===== src/rtl/codec_pkg.sv =====
// Shared codec serial-link definitions: capture FSM states and I2S framing constants.
package codec_pkg;

    typedef enum logic [2:0] {
        ALIGN,
        SHIFT_L,
        WAIT_L,
        SHIFT_R,
        WAIT_R
    } cap_state_t;

    localparam int   I2S_DELAY  = 1;
    localparam int   CAP_DATA_W = 24;
    localparam logic LEFT_LR    = 1'b0;

endpackage


===== src/rtl/i2s_capture_if.sv =====
// Stereo sample stream handshake: the capture block drives the pair and valid, the consumer drives ready.
interface i2s_capture_if
    import codec_pkg::*;
#(
    parameter int DATA_W = CAP_DATA_W
) ();

    logic [DATA_W-1:0] sample_l;
    logic [DATA_W-1:0] sample_r;
    logic              sample_valid;
    logic              sample_ready;

    modport master (
        output sample_l,
        output sample_r,
        output sample_valid,
        input  sample_ready
    );

    modport slave (
        input  sample_l,
        input  sample_r,
        input  sample_valid,
        output sample_ready
    );

endinterface


===== src/rtl/sync_edge.sv =====
// Two-flop synchronizer for an asynchronous pin, with a one-cycle rising-edge pulse on the synced level.
module sync_edge (
    input  logic Clk,
    input  logic Reset_n,
    input  logic d,
    output logic level,
    output logic rise
);

    logic meta_reg;
    logic sync_reg;
    logic prev_reg;

    always_ff @(posedge Clk or negedge Reset_n) begin
        if (!Reset_n) begin
            meta_reg <= 1'b0;
            sync_reg <= 1'b0;
            prev_reg <= 1'b0;
        end else begin
            meta_reg <= d;
            sync_reg <= meta_reg;
            prev_reg <= sync_reg;
        end
    end

    assign level = sync_reg;
    assign rise  = sync_reg & ~prev_reg;

endmodule


===== src/rtl/i2s_capture.sv =====
// I2S receiver: oversamples codec SCLK/LRCLK/SDOUT and presents one left/right pair per frame on valid/ready.
module i2s_capture
    import codec_pkg::*;
#(
    parameter int DATA_W   = CAP_DATA_W,
    parameter int SLOT_MAX = 32
) (
    input  logic              Clk,
    input  logic              Reset_n,
    input  logic              sclk_in,
    input  logic              lrclk_in,
    input  logic              sdin,
    input  logic              enable,
    input  logic              clr_flags,
    i2s_capture_if.master     smp,
    output logic              overrun,
    output logic              frame_err
);

    localparam int CNT_W = $clog2(SLOT_MAX);

    // Pin order in the sync bank: 0 = SCLK, 1 = LRCLK, 2 = data.
    logic [2:0] pin_raw;
    logic [2:0] pin_level;
    logic [2:0] pin_rise;
    logic [2:0] unused_sync;

    assign pin_raw = {sdin, lrclk_in, sclk_in};

    generate
        for (genvar gi = 0; gi < 3; gi++) begin : g_sync
            sync_edge u_sync (
                .Clk     (Clk),
                .Reset_n (Reset_n),
                .d       (pin_raw[gi]),
                .level   (pin_level[gi]),
                .rise    (pin_rise[gi])
            );
        end
    endgenerate

    assign unused_sync = {pin_rise[2:1], pin_level[0]};

    logic bit_rise;
    logic lr_s;
    logic sd_s;

    assign bit_rise = pin_rise[0];
    assign lr_s     = pin_level[1];
    assign sd_s     = pin_level[2];

    cap_state_t        state_reg, state_next;
    logic              lr_prev_reg;
    logic [CNT_W-1:0]  bit_cnt_reg;
    logic [DATA_W-1:0] shift_reg;
    logic [DATA_W-1:0] hold_l_reg;
    logic [DATA_W-1:0] sample_l_reg;
    logic [DATA_W-1:0] sample_r_reg;
    logic              valid_reg;
    logic              overrun_reg;
    logic              frame_err_reg;

    logic              lr_chg;
    logic              enter_left;
    logic              cnt_last;
    logic [DATA_W-1:0] shift_next;

    assign lr_chg     = bit_rise && (lr_s != lr_prev_reg);
    assign enter_left = lr_chg && (lr_s == LEFT_LR);
    assign cnt_last   = (bit_cnt_reg == CNT_W'(DATA_W - 1));
    assign shift_next = {shift_reg[DATA_W-2:0], sd_s};

    // FSM: state register
    always_ff @(posedge Clk or negedge Reset_n) begin
        if (!Reset_n) begin
            state_reg <= ALIGN;
        end else begin
            state_reg <= state_next;
        end
    end

    // FSM: next state; the bit sampled on an LR-change rise is the I2S delay bit and never shifted.
    always_comb begin
        state_next = state_reg;
        if (!enable) begin
            state_next = ALIGN;
        end else if (bit_rise) begin
            case (state_reg)
                ALIGN: begin
                    if (enter_left) state_next = SHIFT_L;
                end
                SHIFT_L, SHIFT_R: begin
                    if (lr_chg) begin
                        state_next = enter_left ? SHIFT_L : ALIGN;
                    end else if (cnt_last) begin
                        state_next = (state_reg == SHIFT_L) ? WAIT_L : WAIT_R;
                    end
                end
                WAIT_L: begin
                    if (lr_chg) state_next = enter_left ? SHIFT_L : SHIFT_R;
                end
                WAIT_R: begin
                    if (lr_chg) state_next = enter_left ? SHIFT_L : ALIGN;
                end
                default: state_next = ALIGN;
            endcase
        end
    end

    // FSM: per-cycle strobes for the datapath
    logic in_shift;
    logic in_wait;
    logic shift_en;
    logic wait_tick;
    logic left_done;
    logic frame_done;
    logic short_slot;

    always_comb begin
        in_shift   = (state_reg == SHIFT_L) || (state_reg == SHIFT_R);
        in_wait    = (state_reg == WAIT_L) || (state_reg == WAIT_R);
        shift_en   = enable && bit_rise && !lr_chg && in_shift;
        wait_tick  = enable && bit_rise && !lr_chg && in_wait;
        left_done  = shift_en && cnt_last && (state_reg == SHIFT_L);
        frame_done = shift_en && cnt_last && (state_reg == SHIFT_R);
        short_slot = enable && lr_chg && in_shift;
    end

    logic commit_load;
    logic commit_drop;

    assign commit_load = frame_done && (!valid_reg || smp.sample_ready);
    assign commit_drop = frame_done && valid_reg && !smp.sample_ready;

    always_ff @(posedge Clk or negedge Reset_n) begin
        if (!Reset_n) begin
            lr_prev_reg <= 1'b0;
            bit_cnt_reg <= '0;
            shift_reg   <= '0;
            hold_l_reg  <= '0;
        end else begin
            if (bit_rise) begin
                lr_prev_reg <= lr_s;
            end
            if (!enable) begin
                bit_cnt_reg <= '0;
                shift_reg   <= '0;
            end else if (lr_chg) begin
                bit_cnt_reg <= '0;
            end else if (shift_en) begin
                shift_reg   <= shift_next;
                bit_cnt_reg <= bit_cnt_reg + CNT_W'(1);
            end else if (wait_tick && (bit_cnt_reg != CNT_W'(SLOT_MAX - 1))) begin
                bit_cnt_reg <= bit_cnt_reg + CNT_W'(1);
            end
            // A short slot invalidates any left word already held for this frame.
            if (short_slot) begin
                hold_l_reg <= '0;
            end else if (left_done) begin
                hold_l_reg <= shift_next;
            end
        end
    end

    always_ff @(posedge Clk or negedge Reset_n) begin
        if (!Reset_n) begin
            sample_l_reg  <= '0;
            sample_r_reg  <= '0;
            valid_reg     <= 1'b0;
            overrun_reg   <= 1'b0;
            frame_err_reg <= 1'b0;
        end else begin
            if (commit_load) begin
                sample_l_reg <= hold_l_reg;
                sample_r_reg <= shift_next;
                valid_reg    <= 1'b1;
            end else if (smp.sample_ready) begin
                valid_reg    <= 1'b0;
            end
            if (commit_drop) begin
                overrun_reg <= 1'b1;
            end else if (clr_flags) begin
                overrun_reg <= 1'b0;
            end
            if (short_slot) begin
                frame_err_reg <= 1'b1;
            end else if (clr_flags) begin
                frame_err_reg <= 1'b0;
            end
        end
    end

    assign smp.sample_l     = sample_l_reg;
    assign smp.sample_r     = sample_r_reg;
    assign smp.sample_valid = valid_reg;
    assign overrun          = overrun_reg;
    assign frame_err        = frame_err_reg;

endmodule


===== src/flat_wrapper.sv =====
// flat-port wrapper written by rule: the top's interface ports become plain ports
module i2s_capture_flat import codec_pkg::*;
#(
    parameter int DATA_W   = CAP_DATA_W,
    parameter int SLOT_MAX = 32
)
  (Clk, Reset_n, sclk_in, lrclk_in, sdin, enable, clr_flags, overrun, frame_err, smp_sample_l, smp_sample_r, smp_sample_valid, smp_sample_ready);
  i2s_capture_if #(.DATA_W(DATA_W)) smp_i ();
  input  logic Clk;
  input  logic Reset_n;
  input  logic sclk_in;
  input  logic lrclk_in;
  input  logic sdin;
  input  logic enable;
  input  logic clr_flags;
  output logic overrun;
  output logic frame_err;
  output wire logic [$bits(smp_i.sample_l)-1:0] smp_sample_l;
  output wire logic [$bits(smp_i.sample_r)-1:0] smp_sample_r;
  output wire logic [$bits(smp_i.sample_valid)-1:0] smp_sample_valid;
  input wire logic [$bits(smp_i.sample_ready)-1:0] smp_sample_ready;
  assign smp_sample_l = smp_i.sample_l;
  assign smp_sample_r = smp_i.sample_r;
  assign smp_sample_valid = smp_i.sample_valid;
  assign smp_i.sample_ready = smp_sample_ready;
  i2s_capture #(.DATA_W(DATA_W), .SLOT_MAX(SLOT_MAX)) u_core (.Clk(Clk), .Reset_n(Reset_n), .sclk_in(sclk_in), .lrclk_in(lrclk_in), .sdin(sdin), .enable(enable), .clr_flags(clr_flags), .smp(smp_i), .overrun(overrun), .frame_err(frame_err));
endmodule

===== config.mk =====
export PLATFORM = sky130hd
export DESIGN_NAME = i2s_capture_flat
export DESIGN_NICKNAME = d
export VERILOG_FILES = /design/src/rtl/codec_pkg.sv /design/src/rtl/i2s_capture_if.sv /design/src/rtl/sync_edge.sv /design/src/rtl/i2s_capture.sv /design/src/flat_wrapper.sv
export SDC_FILE = /design/constraint.sdc
export NUM_CORES = 1
export LEC_CHECK = 0
export ABC_AREA = 1
export CAP_MARGIN = 25
export CORE_MARGIN = 8
export CORE_UTILIZATION = 57
export CTS_BUF_LIST = sky130_fd_sc_hd__clkbuf_4
export CTS_CLUSTER_DIAMETER = 80
export CTS_CLUSTER_SIZE = 24
export DETAILED_ROUTE_END_ITERATION = 7
export HOLD_SLACK_MARGIN = 0.06
export PLACE_DENSITY = 0.82
export SETUP_SLACK_MARGIN = 0.1
export SKIP_CTS_REPAIR_TIMING = 1
export SYNTH_ARGS = -nofsm -noshare
export SYNTH_HDL_FRONTEND = slang
export SYNTH_SLANG_ARGS = --single-unit

===== constraint.sdc =====
create_clock -name Clk -period 2.2 [get_ports Clk]
set_clock_uncertainty 0.05 [all_clocks]
set_input_delay 0.44 -clock Clk [delete_from_list [all_inputs] [get_ports Clk]]
set_output_delay 0.44 -clock Clk [all_outputs]
set_load 0.05 [all_outputs]

==> impl_metrics.env <==
export IMPL_run_status="completed"
export IMPL_clock_tree_buffer_depth=2
export IMPL_critical_path_slowest_cell="sky130_fd_sc_hd__dlymetal6s2s_1"
export IMPL_detailed_place_hpwl_um=7550
export IMPL_syn_cell_area_um2=4750
export IMPL_cts_sinks=114
export IMPL_grt_antenna_before_repair=0
export IMPL_main_combinational_cell_family_by_area_after_synthesis="simple AND/OR/NAND/NOR gates"
export IMPL_max_cap_violations=0
export IMPL_worst_ep_arrival_time_ps=1310
export IMPL_placed_cells_incl_taps=671
export IMPL_r2r_worst_path_cells=7
export IMPL_clkSlewWorstSetupHoldPaths_ps=100
export IMPL_final_cell_mix="sky130_fd_sc_hd__nand2_1 (184), sky130_fd_sc_hd__dfrtp_1 (114), sky130_fd_sc_hd__nand3_1 (59), sky130_fd_sc_hd__nand4_1 (52), sky130_fd_sc_hd__dlymetal6s2s_1 (51)"
export IMPL_dr_pass1_iters=5
export IMPL_timing_final_ws_setup_ps=400
export IMPL_worst_path_maximum_fanout=2
export IMPL_detailedPlace_worstSlack_ps=102
export IMPL_top_cell_family_by_delay_on_the_critical_path="buffers and inverters"
export IMPL_fmax_mhz=556
export IMPL_layout_commonest_cell="sky130_fd_sc_hd__nand2_1"
export IMPL_finalWirelength_um=11000
export IMPL_grt_overflow=0
export IMPL_synthSimpleGateAreaFrac_pct=29.2
export IMPL_final_min_period_over_clock_period_pct=81.8
export IMPL_avgSynthCellArea_um2=9.09
export IMPL_fp_dieW_um=107
export IMPL_synth_yosys_warnings=0
export IMPL_wire_per_inst_um=15.6
export IMPL_reg2reg_slack_ps=420
export IMPL_hold_path_end="u_core.g_sync[1].u_sync.level"
export IMPL_path_cells="dlymetal6s2s_1"
export IMPL_transition_time_at_the_pin_with_the_least_slew_margin_ps=637
export IMPL_die_area_um2=11500
export IMPL_start_util_pct=58.4
export IMPL_antenna_diode_count=0
export IMPL_globalRouteTotalUtil_pct=20.3
export IMPL_detailroute_via_count=3989
export IMPL_area_fraction_in_compound_gates_after_synthesis_pct=3.58
export IMPL_global_route_wire_length_before_repair_um=18600
export IMPL_report_final_slew_viol_count=0
export IMPL_crit_path_start_kind="register"
export IMPL_power_density_cell_area_nw_per_um2=731
export IMPL_post_route_min_period_ps=1800
export IMPL_utilization_pct=73.0
export IMPL_vdd_drop_max_uv=394
export IMPL_final_hold_violation_count=0
export IMPL_core_area_um2=8130
export IMPL_required_ps=1710
export IMPL_netlist_cell_types=22
export IMPL_core_rowCount=33
export IMPL_ioPinCount=59
export IMPL_multiInputGateArea_um2=1600
export IMPL_syn_instance_count=522
export IMPL_internal_power_mw=3.16
export IMPL_criticalPathCategory="register to primary output"
export IMPL_tritoncts="built"
export IMPL_final_fill_count=575
export IMPL_worst_slew_margin_rel_pct=57.5
export IMPL_synth_fa_ha_area_share_pct=0.527
export IMPL_area_delta_synth_final_pct=25.1
export IMPL_number_of_synthesized_register_bits=114
export IMPL_cts_made_buffers=17
export IMPL_critical_path_n_buffers_inverters=1
export IMPL_antenna_nets_post_route=0
export IMPL_port_buffers=58
export IMPL_chipHeight_um=107
export IMPL_clk_insertion_delay_late_ps=500
export IMPL_sort_of_element_at_the_end_of_the_critical_path="primary output"
export IMPL_synth_mux_area_share_pct=0
export IMPL_worst_r2r_startpoint="u_core.bit_cnt_reg[0]"
export IMPL_rsz0062_at_grt="false"
export IMPL_syn_nets=532
export IMPL_grt_max_degree=50
export IMPL_gp_routability_congestion=0.876
export IMPL_final_cells=704
export IMPL_worst_hold_path_num_cells=0
export IMPL_max_stage_delay_ps=430
export IMPL_worst_r2r_endpoint="u_core.smp.sample_r[16]"
export IMPL_routed_via_density=5.67
export IMPL_root_buffer="sky130_fd_sc_hd__clkbuf_4"
export IMPL_holdCritStartpoint="u_core.g_sync[1].u_sync.meta_reg"
export IMPL_count_of_final_setup_violators=0
export IMPL_sequential_cell_area_um2=2850
export IMPL_power_leakage_nw=3.94
export IMPL_clockPowerShare_pct=39.4
export IMPL_finish_instance_area_um2=5940
export IMPL_htreeDepth=4
export IMPL_synthXorXnorAreaFrac_pct=0.369
export IMPL_grt_pass1_vias=3812
export IMPL_hp_class="register to register"
export IMPL_detail_route_drc_violations=0
export IMPL_final_net_count=596
export IMPL_number_of_drc_markers_after_the_initial_detailed_route_iteration=342
export IMPL_post_route_cells_drive_above_1_share_pct=10.0
export IMPL_sequentialPowerShare_pct=49.9
export IMPL_yosysSeqAreaShare_pct=60.1
export IMPL_net_switching_power_mw=1.18
export IMPL_switching_fraction_of_total_power_pct=27.2
export IMPL_combinationalPowerShare_pct=10.7
export IMPL_placedInstanceArea_um2=5480
-- area by class of cell --
class,count,area share (%)
flip-flops and latches,114,48.0
clock buffers,18,2.27
multi-input cells,343,26.9
repair buffers,80,15.5
well taps,105,2.21
clock inverters,14,3.16
inverters,30,1.90
-- synth_stat cells --
| cell | instances | area share [%] |
|---|---|---|
| sky130_fd_sc_hd__o31ai_1 | 10 | 1.6 |
| sky130_fd_sc_hd__clkbuf_1 | 12 | 0.95 |
| sky130_fd_sc_hd__a21oi_1 | 3 | 0.32 |
| sky130_fd_sc_hd__o21ai_0 | 16 | 1.7 |
| sky130_fd_sc_hd__nand2_1 | 184 | 15 |
| sky130_fd_sc_hd__inv_2 | 2 | 0.16 |
| sky130_fd_sc_hd__buf_1 | 3 | 0.24 |
| sky130_fd_sc_hd__inv_1 | 28 | 2.2 |
| sky130_fd_sc_hd__xor2_1 | 1 | 0.18 |
| sky130_fd_sc_hd__xnor2_1 | 1 | 0.18 |
| sky130_fd_sc_hd__nor3_1 | 2 | 0.21 |
| sky130_fd_sc_hd__ha_1 | 2 | 0.53 |
| sky130_fd_sc_hd__buf_2 | 12 | 1.3 |
| sky130_fd_sc_hd__nand2_2 | 2 | 0.26 |
| sky130_fd_sc_hd__nor2_1 | 9 | 0.71 |
| sky130_fd_sc_hd__nor2_2 | 1 | 0.13 |
| sky130_fd_sc_hd__nor2_4 | 1 | 0.24 |
| sky130_fd_sc_hd__buf_4 | 6 | 0.95 |
| sky130_fd_sc_hd__nand4_1 | 52 | 6.9 |
| sky130_fd_sc_hd__buf_6 | 2 | 0.47 |
| sky130_fd_sc_hd__dfrtp_1 | 114 | 60 |
| sky130_fd_sc_hd__nand3_1 | 59 | 6.2 |
-- worst max path at each step --
stage,endpoint,slack (ps),cells after the start,from
floorplan,u_core.smp.sample_l[10],620,8,u_core.bit_cnt_reg[0]
global placement,u_core.smp.sample_r[16],160,9,enable
detailed placement,u_core.smp.sample_r[17],100,9,enable
CTS,smp_sample_l[19],-30,1,u_core.smp.sample_l[19]
global route,smp_sample_l[19],280,1,u_core.smp.sample_l[19]
finish,smp_sample_l[19],400,1,u_core.smp.sample_l[19]
-- stage by stage --
step | TNS [ps] | total power, mW | hold slack, ps
floorplan | 0 | 2.51 | 94.4
global placement | 0 | 2.64 | 289
detailed placement | 0 | 2.66 | 291
CTS | -267 | 4.36 | -119
global route | 0 | 4.53 | 254
finish | 0 | 4.34 | 311
-- logic make-up after synthesis --
| family | Yosys count |
|---|---|
| xor+xnor | 2 |
| flops | 114 |
| buf+inv | 65 |
| compound gates | 29 |
| simple gates | 310 |
| fa+ha+maj | 2 |
-- layer usage --
metal / global-route usage [%] / share of wire, % / up-vias
li1: - / - / 1875
met1: 25.9 / 42 / 1916
met2: 31.8 / 49 / 183
met3: 6.65 / 7.7 / 15
met4: 7.24 / 1.4 / 0
met5: 0 / 0 / -
-- power by group through the flow --
| stage | Combinational, mW | Clock (mW) | Sequential (mW) |
|---|---|---|---|
| floorplan | 0.307 | 0 | 2.20 |
| global placement | 0.433 | 0 | 2.21 |
| detailed placement | 0.453 | 0 | 2.21 |
| CTS | 0.461 | 1.73 | 2.17 |
| global route | 0.514 | 1.85 | 2.17 |
| finish | 0.464 | 1.71 | 2.17 |
Power figures use the tool's default switching activity.
